[src/rtl/gin_pkg.sv]
// Shared types for the GIN bus scatter block: FSM states and the buffered word layout.
package gin_pkg;

  localparam int GIN_ID_BITS   = 5;
  localparam int GIN_DATA_BITS = 32;

  typedef enum logic [1:0] {
    S_RUN   = 2'd0,
    S_DRAIN = 2'd1,
    S_CFG   = 2'd2
  } gin_scatter_state_e;

  typedef struct packed {
    logic [GIN_ID_BITS-1:0]   tag;
    logic [GIN_DATA_BITS-1:0] data;
  } gin_entry_t;

endpackage

[src/rtl/gin_fifo2.sv]
// Two-entry synchronous FIFO of tagged words. Push on full and pop on empty are ignored.
module gin_fifo2
  import gin_pkg::*;
(
  input  logic       clk,
  input  logic       rst,
  input  logic       push,
  input  logic       pop,
  input  gin_entry_t wdata,
  output gin_entry_t rdata,
  output logic       full,
  output logic       empty
);

  gin_entry_t mem [2];
  logic       wr_ptr;
  logic       rd_ptr;
  logic [1:0] count;
  logic       do_push;
  logic       do_pop;

  assign full    = (count == 2'd2);
  assign empty   = (count == 2'd0);
  assign do_push = push && !full;
  assign do_pop  = pop && !empty;
  assign rdata   = mem[rd_ptr];

  // Storage, pointers and occupancy; contents are cleared on reset so the bus fields read 0.
  always_ff @(posedge clk) begin
    if (rst) begin
      for (int i = 0; i < 2; i++) mem[i] <= '0;
      wr_ptr <= 1'b0;
      rd_ptr <= 1'b0;
      count  <= 2'd0;
    end else begin
      if (do_push) begin
        mem[wr_ptr] <= wdata;
        wr_ptr      <= ~wr_ptr;
      end
      if (do_pop) rd_ptr <= ~rd_ptr;
      count <= count + {1'b0, do_push} - {1'b0, do_pop};
    end
  end

endmodule

[src/rtl/gin_bus_scatter.sv]
// GIN bus transmitter: buffers tagged words onto the broadcast bus, drops words nobody
// accepts within TIMEOUT_CYC stall cycles, and runs the controller ID-programming pass.
module gin_bus_scatter
  import gin_pkg::*;
#(
  parameter int ID_SIZE     = GIN_ID_BITS,
  parameter int DATA_BITS   = GIN_DATA_BITS,
  parameter int NUM_CTRL    = 8,
  parameter int TIMEOUT_CYC = 64
) (
  input  logic                 clk,
  input  logic                 rst,
  input  logic                 in_valid,
  output logic                 in_ready,
  input  logic [ID_SIZE-1:0]   in_tag,
  input  logic [DATA_BITS-1:0] in_data,
  output logic                 bus_valid,
  input  logic                 bus_ready,
  output logic [ID_SIZE-1:0]   bus_tag,
  output logic [DATA_BITS-1:0] bus_data,
  input  logic                 cfg_start,
  input  logic                 cfg_valid,
  output logic                 cfg_ready,
  input  logic [ID_SIZE-1:0]   cfg_id,
  output logic [NUM_CTRL-1:0]  set_id,
  output logic [ID_SIZE-1:0]   id_out,
  output logic                 cfg_done,
  output logic                 drop_err,
  output logic [ID_SIZE-1:0]   drop_tag
);

  localparam int IDX_W = $clog2(NUM_CTRL);
  // A zero timeout still needs a 1-bit timer so the declaration stays legal.
  localparam int TMR_W = (TIMEOUT_CYC > 0) ? $clog2(TIMEOUT_CYC + 1) : 1;
  localparam logic [TMR_W-1:0] TMR_LAST = (TIMEOUT_CYC > 0) ? TMR_W'(TIMEOUT_CYC - 1) : '0;
  localparam logic [IDX_W-1:0] IDX_LAST = IDX_W'(NUM_CTRL - 1);

  gin_scatter_state_e state;
  logic               cfg_pending;
  logic [IDX_W-1:0]   idx;
  logic [TMR_W-1:0]   timer;

  gin_entry_t wentry;
  gin_entry_t head;
  logic       full;
  logic       empty;
  logic       push;
  logic       pop;
  logic       stall;
  logic       drop;

  assign wentry.tag  = in_tag;
  assign wentry.data = in_data;

  gin_fifo2 u_fifo (
    .clk   (clk),
    .rst   (rst),
    .push  (push),
    .pop   (pop),
    .wdata (wentry),
    .rdata (head),
    .full  (full),
    .empty (empty)
  );

  // Upstream acceptance only looks at current occupancy, never at bus_ready, so a full
  // FIFO refuses even in a cycle where it also pops.
  assign in_ready  = !rst && (state == S_RUN) && !cfg_pending && !full;
  assign bus_valid = !empty && (state != S_CFG);
  assign bus_tag   = head.tag;
  assign bus_data  = head.data;
  assign cfg_ready = (state == S_CFG);

  assign push  = in_valid && in_ready;
  assign stall = bus_valid && !bus_ready;
  assign drop  = (TIMEOUT_CYC != 0) && stall && (timer == TMR_LAST);
  assign pop   = bus_valid && (bus_ready || drop);

  // Stall timer: counts consecutive refused cycles of the head word, saturating.
  always_ff @(posedge clk) begin
    if (rst) begin
      timer <= '0;
    end else if (pop) begin
      timer <= '0;
    end else if (stall && (timer != '1)) begin
      timer <= timer + 1'b1;
    end
  end

  // Drop report: pulse one cycle after the head is discarded and remember its tag.
  always_ff @(posedge clk) begin
    if (rst) begin
      drop_err <= 1'b0;
      drop_tag <= '0;
    end else begin
      drop_err <= drop;
      if (drop) drop_tag <= head.tag;
    end
  end

  // Mode FSM with the ID-programming counter and its registered strobes.
  always_ff @(posedge clk) begin
    if (rst) begin
      state       <= S_RUN;
      cfg_pending <= 1'b0;
      idx         <= '0;
      set_id      <= '0;
      id_out      <= '0;
      cfg_done    <= 1'b0;
    end else begin
      set_id   <= '0;
      cfg_done <= 1'b0;
      case (state)
        S_RUN: begin
          if (cfg_start) begin
            cfg_pending <= 1'b1;
            idx         <= '0;
            // A word pushed in the start cycle still has to drain first.
            state       <= (empty && !push) ? S_CFG : S_DRAIN;
          end
        end
        S_DRAIN: begin
          if (empty) begin
            state <= S_CFG;
            idx   <= '0;
          end
        end
        S_CFG: begin
          if (cfg_valid) begin
            set_id <= NUM_CTRL'(1) << idx;
            id_out <= cfg_id;
            if (idx == IDX_LAST) begin
              cfg_done    <= 1'b1;
              cfg_pending <= 1'b0;
              idx         <= '0;
              state       <= S_RUN;
            end else begin
              idx <= idx + 1'b1;
            end
          end
        end
        default: state <= S_RUN;
      endcase
    end
  end

endmodule

[config.mk]
export PLATFORM = sky130hd
export DESIGN_NAME = gin_bus_scatter
export DESIGN_NICKNAME = d
export VERILOG_FILES = /design/src/rtl/gin_pkg.sv /design/src/rtl/gin_fifo2.sv /design/src/rtl/gin_bus_scatter.sv
export SDC_FILE = /design/constraint.sdc
export NUM_CORES = 1
export LEC_CHECK = 0
export ABC_AREA = 1
export CAP_MARGIN = 20
export CELL_PAD_IN_SITES_DETAIL_PLACEMENT = 2
export CELL_PAD_IN_SITES_GLOBAL_PLACEMENT = 2
export CORE_ASPECT_RATIO = 1.4
export CORE_UTILIZATION = 34
export CTS_CLUSTER_DIAMETER = 200
export CTS_CLUSTER_SIZE = 12
export DETAILED_ROUTE_END_ITERATION = 16
export PLACE_DENSITY = 0.88
export SYNTH_ARGS = -nofsm -noshare
export SYNTH_HDL_FRONTEND = slang
export SYNTH_SLANG_ARGS = --single-unit
[constraint.sdc]
create_clock -name clk -period 7.4 [get_ports clk]
set_input_delay 2.22 -clock clk [delete_from_list [all_inputs] [get_ports clk]]
set_output_delay 2.22 -clock clk [all_outputs]
set_load 0.01 [all_outputs]
# Yosys cells after proc, flatten, opt, wreduce, memory -nomap -nowiden
# Memories as Yosys holds them, arrays and structs flattened. A register that Yosys moved wholly into a read port is not among the register bits.
# Cells that the tools add are included.
# word_totals
output_inout_bits	60
inputBits	48
ramBits	74
regBits	37
wordCells	89
n_memories	1
# memory_table
memory	words	word_bits	read_ports	rd_ports_with_merged_regs	write_ports	line	source
u_fifo.mem	2	37	1	1	2	gin_fifo2.sv:15	gin_entry_t mem [2];
# op_classes
n_eq_ne	11
mux	26
n_addsub	4
n_shift	1
reduce_logical	30
bitwise_logic	4
# ops
operator	count
37-bit two-way mux	1
37-bit OR reduction	1
1-bit two-way mux	13
1-bit logical AND	12
3-bit two-way mux	4
4-bit AND reduction	3
2-bit two-way mux	5
3-bit one-hot mux with 3 select lines	1
2-bit inequality test, second input constant	4
1-bit by 3-bit << shifter with 8-bit output, first input constant	1
7-bit by 1-bit adder with 7-bit output, second input constant	1
7-bit by 6-bit equality test with 1-bit output, second input constant	1
7-bit inequality test, second input constant	1
1-bit zero test	6
2-bit one-hot mux with 3 select lines	1
2-bit equality test, second input constant	2
2-bit zero test	2
1-bit inverter	4
3-bit by 1-bit adder with 3-bit output, second input constant	1
3-bit equality test, second input constant	1
3-bit nonzero test	1
3-bit OR reduction	1
2-bit by 1-bit adder with 2-bit output	1
2-bit by 1-bit equality test with 1-bit output, second input constant	1
other kinds (7)	7

# Depth between registers and ports, before layout
# Gate-level depths: netlist of the first run.
# depth
word_depth	11
mapped_depth	11
depth_no_buf	11

# Hierarchy
# From an unflattened synthesis of the first run, not the netlist that was laid out.
# hier_totals
hier_cells	464
hier_area_um2	4875.9
# by_module_without_submodules
mod	area_each_um2	instances	cells_per_inst	seq_area_each_um2
gin_fifo2	3437.0	1	275	2322.2
gin_bus_scatter	1438.9	1	189	660.6

# Least setup slack after synthesis of the first run
# No wires, ideal clock.
# synth_timing
path_type	input to output
startpoint	in rst
endpoint	out in_ready
n_path_buf	1
stages	2
setup_slack_ns	2.361
arrival_time_ns	2.819
t_required_ns	5.180
cell_sequence	buf_2 nor4_1
# synth_between
elab_chain_len	4
# synth_rtl
element	line	source
start, declared	gin_bus_scatter.sv:12	input logic rst,
1-bit zero test	gin_bus_scatter.sv:68	assign in_ready = !rst && (state == S_RUN) && !cfg_pending && !full;
1-bit logical AND (3 in series)	gin_bus_scatter.sv:68	
end, declared	gin_bus_scatter.sv:14	output logic in_ready,
# Every way passes these cells.

# Worst setup path after layout of the first run
# Same ends and word-level chain as after synthesis.

==> impl_metrics.csv, run 1 <==
group,metric,value,unit
status,status,"finished, final reports clean",
die,io_pins,108,
global_route,antenna_found_initial,0,
synthesis,netlist_top_cells_area,"edfxtp_1 (44%), dfxtp_1 (15%), mux2_2 (7.2%)",
layout,stdcell_area,0.00651,mm²
placement,postPlaceCellArea,0.00621,mm²
layout,area_delta_synth_final,30.2,%
die,core_area,0.0144,mm²
critical_path,path_buf_inv,2,
clock_tree,cts_root_buffer,"clkbuf_16",
clock_tree,cts_made_buffers,9,
timing,post-route-period-util,0.821,
placement,gp_congestion,0.760,
global_route,grt_usage,0.182,
routing,drtAntennaViolNets,0,
job,max_cap_viol_count,0,
worst_hold_path,hold_class,"reg -> reg",
critical_path,critPathLaunchType,"primary input",
synthesis,netlist_instances,490,
routing,wirelength,13400,µm
synthesis,synth-warning-count,0,
timing,period_minus_slack,6.07,ns
critical_path,path_cells,"clkdlybuf4s50_1 > nor4_1 > clkdlybuf4s50_1",
clock_tree,postCtsHoldBufs,0,
placement,dp_slack,1.31,ns
clock_tree,clock_latency,0.35,ns
critical_path,path_max_fanout,11,
die,rows,52,
routing,drtIter0Drc,85,
timing,rsz0062_at_grt,"no",
routing,vias,3683,
critical_path,slowest_stage,"clkdlybuf4s50_1",
die,start_util,0.348,
critical_path,crit_path_frequent_cell,"clkdlybuf4s50_1",
layout,diodes,0,
placement,dp_hpwl,9730,µm
routing,drc_errors,0,
timing,fmax,165,MHz
die,fp.dieH,145,µm
synthesis,synth_seq_cells,112,
timing,slew_viol_final,0,
timing,finClkSkew,0.0128,ns
timing,setup_violations,0,
critical_path,critical_path_class,"in -> out",
global_route,grt_overflow,0,
critical_path,arrival,3.85,ns
synthesis,avgSynthCellArea,10.2,µm²
timing,totalNegativeSetupSlack,0,ns
timing,tightestPinTransition,0.973,ns
die,die_x,104,µm
critical_path,cp.required,5.18,ns
clock_tree,clk_pin_slew,0.08,ns
layout,mostFrequentLayoutCell,"clkdlybuf4s50_1",
clock_tree,postCtsResizedCells,0,
synthesis,yosysTopAreaCell,"edfxtp_1",
clock_tree,htreeDepth,3,
synthesis,synth_area,0.00500,mm²
clock_tree,post_cts.repair.setup_buffers,0,
global_route,grt_pass1_vias,4226,
synthesis,synth-seq-area-share,0.597,
layout,drive_gt1_frac,0.189,
pwr,p_per_area,297,mW/mm²
layout,final_cell_mix,"clkdlybuf4s50_1 (107), nor2_1 (77), edfxtp_1 (74)",
critical_path,cp_top_family,"buffers and inverters",
pwr,ir_drop,0.128,mV
clock_tree,clock-sinks,112,
critical_path,cp-end-kind,"output pin",
die,die_area,0.0152,mm²
routing,vias_per_cell,4.67,
global_route,grt_max_degree,43,
synthesis,ys_types,29,
routing,firstDrtPassIters,4,
routing,avgRoutedWirePerCell,17.0,µm
pwr,p_leak,2.71,nW
synthesis,synth_fp_nets,546,
layout,nNetsFinal,650,
timing,fin_ws,1.33,ns
global_route,grt_pass1_wl,21500,µm
placement,portBuffers,107,
synthesis,yosysTopAreaCellShare,0.444,
timing,hold_viol,0,
timing,relSlewSlack,0.351,
critical_path,critical_path.max_stage_delay,0.65,ns
clock_tree,cts_tree,"built",
clock_tree,clk_path_buf_depth,2,
## path summary, 6_finish.rpt
path	end	startpoint	slack [ns]	depth (start not counted)
setup / recovery	in_ready	rst	1.33	3
hold / removal	id_out[4]$_SDFFE_PP0P_	id_out[4]$_SDFFE_PP0P_	0.47	2
setup reg to reg	u_fifo.mem[1][4]$_SDFFCE_PN0P_	state[0]$_SDFFE_PP0P_	4.55	7
hold reg to reg	id_out[4]$_SDFFE_PP0P_	id_out[4]$_SDFFE_PP0P_	0.47	2
## Yosys cell counts
cell      instances
o21ai_1          10
nor2_2           40
nand4_1           1
nor3_1            2
buf_2             8
inv_1            70
ha_1              8
dfxtp_1          38
edfxtp_1         74
nand3_1          10
xnor2_1           2
nand2_1          68
inv_2            12
nand3_2           1
nand2_2           5
nand2_4           1
o21ai_0           6
clkbuf_1          1
nor2_4            1
nor2_1           77
o21ai_2           1
nor2_8            1
nor3b_1           1
nand3b_1          2
buf_6             6
nor4_1            1
a21oi_1          10
mux2_2           32
o211ai_1          1
## state kept, by name, indices dropped and copies added (netlist names), named ones only
register / cells
set_id: 8
id_out: 5
u_fifo.mem: 74
cfg_pending: 1
drop_tag: 5
timer: 7
idx: 3
cfg_done: 1
u_fifo.wr_ptr: 1
u_fifo.count: 2
u_fifo.rd_ptr: 1
state: 2
drop_err: 1
## layer usage
layer,share of wire,GRT usage,wire [µm],vias to the layer above
met2,0.57,0.361,7610,83
met5,0,0,0,-
li1,-,-,-,1756
met1,0.38,0.189,5060,1826
met3,0.036,0.0300,489,18
met4,0.018,0.0600,243,0
## worst register-to-register path, delay by kind of cell, from the launching register on
family	cells	cell delay (ns)
buf+inv	2	0.72
flops	1	0.47
simple gates	5	1.17
## through the flow
| stage | total power [mW] | instances | hold WS, ns | utilization |
|---|---|---|---|---|
| after detailed placement | 1.45 | 772 | 0.463 | 0.432 |
| after CTS | 1.96 | 788 | 0.477 | 0.453 |
| after global placement | 1.41 | 772 | 0.456 | 0.432 |
| after global routing | 2.03 | 788 | 0.501 | 0.453 |
| final | 1.94 | 788 | 0.475 | 0.453 |
| after floorplan | 1.17 | 490 | 0.450 | - |
## power breakdown
group          internal, mW  leakage (nW)  total (mW)  switching (mW)
combinational         0.277          1.48       0.605           0.328
sequential            0.762          1.08       0.828          0.0666
clock                 0.268         0.149       0.503           0.234
total                  1.31          2.71        1.94           0.629
## layout make-up
type                            instances  area (µm²)
Inverter                               82         308
Sequential cell                       112        2980
Clock buffer                           10         229
Timing Repair Buffer                  108        1080
Clock inverter                          6        72.6
Fill cell                            1488        7870
Tap cell                              189         236
Multi-Input combinational cell        281        1600
## kinds of logic after synthesis
family | share of synthesized area
AND/OR/NAND/NOR | 0.195
flip-flops | 0.597
buffers and inverters | 0.0838
multiplexers | 0.0721
AO/OA/AOI/OAI | 0.0293
adder cells (fa/ha/maj) | 0.0200
XOR/XNOR | 0.00350
Power figures use the tool's default switching activity.
==> run 2: changes to the inputs <==
--- a/config.mk
+++ b/config.mk
@@ -10,11 +10,11 @@
 export CELL_PAD_IN_SITES_DETAIL_PLACEMENT = 2
 export CELL_PAD_IN_SITES_GLOBAL_PLACEMENT = 2
 export CORE_ASPECT_RATIO = 1.4
-export CORE_UTILIZATION = 34
+export CORE_UTILIZATION = 32
 export CTS_CLUSTER_DIAMETER = 200
 export CTS_CLUSTER_SIZE = 12
 export DETAILED_ROUTE_END_ITERATION = 16
-export PLACE_DENSITY = 0.88
+export PLACE_DENSITY = 0.83
 export SYNTH_ARGS = -nofsm -noshare
 export SYNTH_HDL_FRONTEND = slang
 export SYNTH_SLANG_ARGS = --single-unit
==> constraint.sdc (replaced) <==
create_clock -name clk -period 5.8 [get_ports clk]
set_input_delay 1.74 -clock clk [delete_from_list [all_inputs] [get_ports clk]]
set_output_delay 1.74 -clock clk [all_outputs]
set_load 0.01 [all_outputs]
==> impl_metrics.csv, run 2 (synthesis results as in run 1) <==
group,metric,value,unit
die,io_pins,108,
clock_tree,post_cts.repair.setup_buffers,0,
pwr,ir_drop,0.145,mV
critical_path,critical_path.max_stage_delay,0.59,ns
timing,rsz0062_at_grt,"no",
die,die_area,0.0161,mm²
clock_tree,postCtsHoldBufs,0,
global_route,antenna_found_initial,0,
global_route,grt_max_degree,43,
clock_tree,clk_path_buf_depth,2,
timing,period_minus_slack,4.98,ns
pwr,p_leak,2.72,nW
layout,top_register,"u_fifo.mem",
timing,hold_ws,0.483,ns
layout,final_cell_mix,"clkdlybuf4s50_1 (107), nor2_1 (77), edfxtp_1 (74)",
clock_tree,clk_pin_slew,0.07,ns
critical_path,path_max_fanout,11,
global_route,grt_pass1_vias,4203,
timing,setup_violations,0,
layout,nNetsFinal,653,
critical_path,cp-end-kind,"output pin",
timing,tightestPinTransition,0.989,ns
die,start_util,0.331,
die,die_x,108,µm
timing,hold_viol,0,
timing,fmax,201,MHz
timing,post-route-period-util,0.858,
layout,reg_top3,"u_fifo.mem: 74 flops, set_id: 8 flops, timer: 7 flops",
critical_path,critPathLaunchType,"primary input",
layout,drive_gt1_frac,0.194,
timing,relSlewSlack,0.340,
layout,multi_input_area,0.00160,mm²
pwr,power.total,2.45,mW
placement,gp_congestion,0.694,
critical_path,crit_path_frequent_cell,"clkdlybuf4s50_1",
layout,largest_reg_flops,74,
clock_tree,cts_made_buffers,9,
layout,area_delta_synth_final,30.8,%
timing,finClkSkew,0.0102,ns
clock_tree,cts_tree,"built",
job,max_cap_viol_count,0,
clock_tree,cts_root_buffer,"clkbuf_16",
critical_path,arrival,3.24,ns
layout,diodes,0,
clock_tree,clock_latency,0.35,ns
global_route,grt_pass1_wl,21000,µm
placement,portBuffers,107,
die,rows,53,
die,core_area,0.0151,mm²
timing,slew_viol_final,0,
layout,seqCellArea,0.00298,mm²
routing,vias,3635,
critical_path,cp.required,4.06,ns
routing,drtIter0Drc,71,
routing,drtAntennaViolNets,0,
timing,totalNegativeSetupSlack,0,ns
global_route,grt_overflow,0,
routing,firstDrtPassIters,4,
clock_tree,htreeDepth,3,
pwr,p_per_area,375,mW/mm²
clock_tree,postCtsResizedCells,0,
critical_path,slowest_stage,"clkdlybuf4s50_1",
clock_tree,clock-sinks,112,
critical_path,path_cells,"clkdlybuf4s50_1 > buf_4 > nor4_1 > clkdlybuf4s50_1",
layout,mostFrequentLayoutCell,"clkdlybuf4s50_1",
layout,n_fill_cell,1615,
worst_hold_path,hold_class,"reg -> reg",
critical_path,critical_path_class,"in -> out",
routing,vias_per_cell,4.58,
routing,avgRoutedWirePerCell,16.4,µm
die,fp.dieH,150,µm
global_route,grt_usage,0.172,
placement,dp_hpwl,9380,µm
routing,drc_errors,0,
status,status,"finished, final reports clean",
routing,wirelength,13000,µm
run 2: where the power goes:
part	switching, mW	internal, mW	total [mW]
Combinational	0.413	0.354	0.766
Clock	0.314	0.318	0.632
Sequential	0.0820	0.971	1.05
Total	0.809	1.64	2.45
run 2: worst max-delay path: cells and delay by family:
family / cells / cell delay, ns
and+or+nand+nor: 1 / 0.30
buffers and inverters: 3 / 1.19
run 2: layer usage:
layer / wire length (µm) / vias up / global-route usage / part of all wire
li1: - / 1761 / - / -
met1: 4760 / 1786 / 0.171 / 0.37
met2: 7440 / 75 / 0.338 / 0.57
met3: 640 / 13 / 0.0453 / 0.049
met4: 167 / 0 / 0.0534 / 0.013
met5: 0 / - / 0 / 0
run 2: layout make-up:
type / instances / area share
sequential: 112 / 0.456
multi-input combinational: 281 / 0.245
timing repair buffer: 111 / 0.168
inverter: 82 / 0.0471
tap: 192 / 0.0367
clock buffer: 10 / 0.0365
clock inverter: 6 / 0.00995
run 2: metrics by stage:
step	setup WS (ns)	std cells	util	cell area (µm²)
global route	0.689	794	0.433	6540
global placement	0.874	778	0.412	6240
CTS	0.806	794	0.433	6540
detailed placement	0.826	778	0.412	6240
finish	0.824	794	0.433	6540
floorplan	1.72	490	-	5000
run 2: worst paths after layout:
| path | start | to | slack, ns | cells past startpoint |
|---|---|---|---|---|
| setup reg to reg | timer[0]$_SDFFE_PP0P_ | u_fifo.count[1]$_SDFF_PP0_ | 3.64 | 11 |
| hold / removal | timer[6]$_SDFFE_PP0P_ | timer[6]$_SDFFE_PP0P_ | 0.48 | 2 |
| setup / recovery | rst | in_ready | 0.82 | 4 |
| hold reg to reg | timer[6]$_SDFFE_PP0P_ | timer[6]$_SDFFE_PP0P_ | 0.48 | 2 |
==> run 3: changes to the inputs <==
--- a/config.mk
+++ b/config.mk
@@ -15,6 +15,7 @@
 export CTS_CLUSTER_SIZE = 12
 export DETAILED_ROUTE_END_ITERATION = 16
 export PLACE_DENSITY = 0.83
+export RECOVER_POWER = 50
 export SYNTH_ARGS = -nofsm -noshare
 export SYNTH_HDL_FRONTEND = slang
 export SYNTH_SLANG_ARGS = --single-unit
==> impl_metrics.csv, run 3 (synthesis results as in run 1) <==
group,metric,value,unit
status,status,"complete, but fails checks",
status,violations,"max-capacitance violations, max-slew violations",
routing,vias_per_cell,4.58,
layout,area_delta_synth_final,30.3,%
timing,tightestPinTransition,2.41,ns
die,die_area,0.0161,mm²
pwr,p_comb_frac,0.312,
critical_path,reg2reg_to,"u_fifo.mem[0][12]$_SDFFCE_PN0P_",
layout,stdcell_count,794,
critical_path,cp-end-kind,"output pin",
timing,finClkSkew,0.0103,ns
critical_path,reg2reg_depth,8,
clock_tree,clk_pin_slew,0.07,ns
layout,largest_reg_flops,74,
timing,relSlewSlack,-0.605,
pwr,p_per_area,376,mW/mm²
critical_path,rrSetupSlack,2.53,ns
critical_path,cp.required,4.06,ns
clock_tree,postCtsHoldBufs,0,
critical_path,critical_path.max_stage_delay,0.60,ns
worst_hold_path,holdPathEnd,"timer[6]$_SDFFE_PP0P_",
die,rows,53,
layout,top_register,"u_fifo.mem",
timing,hold_viol,0,
layout,final_core_util,0.431,
global_route,grt_overflow,0,
job,max_cap_viol_count,2,
placement,postPlaceCellArea,0.00624,mm²
pwr,switching_power,0.805,mW
routing,avgRoutedWirePerCell,16.4,µm
layout,nNetsFinal,653,
die,start_util,0.331,
global_route,grt_pass1_wl,21000,µm
pwr,p_seq_frac,0.430,
critical_path,path_buf_inv,3,
routing,drtIter0Drc,67,
routing,drtAntennaViolNets,0,
layout,final_cell_mix,"clkdlybuf4s50_1 (84), nor2_1 (79), inv_1 (74), edfxtp_1 (74), nand2_1 (68)",
global_route,grt_max_degree,43,
layout,mostFrequentLayoutCell,"clkdlybuf4s50_1",
pwr,p_clk_frac,0.258,
clock_tree,cts_root_buffer,"clkbuf_16",
clock_tree,cts_made_buffers,9,
global_route,grt_usage,0.172,
critical_path,critical_path_class,"in -> out",
critical_path,cp_top_family,"buffers and inverters",
routing,drc_errors,0,
clock_tree,cts_tree,"built",
die,fp.dieH,150,µm
routing,firstDrtPassIters,4,
timing,rsz0062_at_grt,"no",
pwr,ir_drop,0.145,mV
timing,post-route-period-util,0.907,
timing,setup_violations,0,
die,core_area,0.0151,mm²
clock_tree,htreeDepth,3,
critical_path,path_max_fanout,11,
timing,fmax,190,MHz
worst_hold_path,min-delay-start,"timer[6]$_SDFFE_PP0P_",
clock_tree,clock-sinks,112,
global_route,grt_pass1_vias,4203,
critical_path,critPathLaunchType,"primary input",
layout,drive_gt1_frac,0.173,
layout,stdcell_area,0.00651,mm²
layout,diodes,0,
pwr,p_int,1.64,mW
worst_hold_path,min_path_cells,2,
die,die_x,108,µm
timing,period_minus_slack,5.26,ns
pwr,p_leak,2.79,nW
critical_path,path_cells,"dlygate4sd3_1 > clkbuf_1 > nor4_1 > clkdlybuf4s50_1",
critical_path,slowest_stage,"clkdlybuf4s50_1",
routing,vias,3634,
placement,portBuffers,107,
pwr,swShare,0.329,
critical_path,arrival,3.52,ns
placement,gp_congestion,0.694,
placement,placed_cells,778,
critical_path,r2r-start,"state[0]$_SDFFE_PP0P_",
layout,reg_top3,"u_fifo.mem: 74 flops, set_id: 8 flops, timer: 7 flops",
placement,dp_hpwl,9380,µm
timing,slew_viol_final,76,
clock_tree,post_cts.repair.setup_buffers,0,
clock_tree,clk_path_buf_depth,2,
pwr,power.total,2.45,mW
routing,wirelength,13000,µm
clock_tree,clock_latency,0.35,ns
die,io_pins,108,
worst_hold_path,hold_class,"reg -> reg",
global_route,antenna_found_initial,0,
clock_tree,postCtsResizedCells,0,
timing,totalNegativeSetupSlack,0,ns
## run 3: cell type report
cell class                      count  area (µm²)
Fill cell                        1621        8610
Inverter                           82         308
Tap cell                          192         240
Clock buffer                       10         239
Multi-Input combinational cell    281        1590
Sequential cell                   112        2980
Clock inverter                      6        65.1
Timing Repair Buffer              111        1090
## run 3: routing by layer
layer  part of all wire  wire, µm  up-vias  global-route usage
met5                  0         0        -                   0
met4              0.013       170        0              0.0534
met3              0.049       644       12              0.0453
met2               0.57      7430       77               0.338
met1               0.37      4790     1787               0.171
li1                   -         -     1758                   -
## run 3: how the worst max path moves through the flow
stage               start       end  depth (start not counted)
global placement      rst  in_ready                          4
global route          rst  in_ready                          4
detailed placement    rst  in_ready                          4
floorplan             rst  in_ready                          2
finish                rst  in_ready                          4
CTS                   rst  in_ready                          4
## run 3: per-stage QoR
stage | hold WS (ns) | worst slack, ns
3_5_place_dp | 0.468 | 0.826
6_report | 0.483 | 0.541
4_1_cts | 0.487 | 0.806
3_3_place_gp | 0.456 | 0.874
2_1_floorplan | 0.450 | 1.72
5_1_grt | 0.511 | 0.385
## run 3: worst min-delay path, stage by stage, from the launching register on
cell and delay [ns]:
dfxtp_1 0.31, o211ai_1 0.09, inv_1 0.04
## run 3: power groups by stage
| stage | Clock [mW] | Sequential [mW] | Combinational (mW) |
|---|---|---|---|
| after floorplan | 0 | 1.03 | 0.463 |
| after detailed placement | 0 | 1.07 | 0.769 |
| after CTS | 0.649 | 1.06 | 0.785 |
| after global placement | 0 | 1.06 | 0.741 |
| final | 0.632 | 1.05 | 0.764 |
| after global routing | 0.675 | 1.07 | 0.840 |
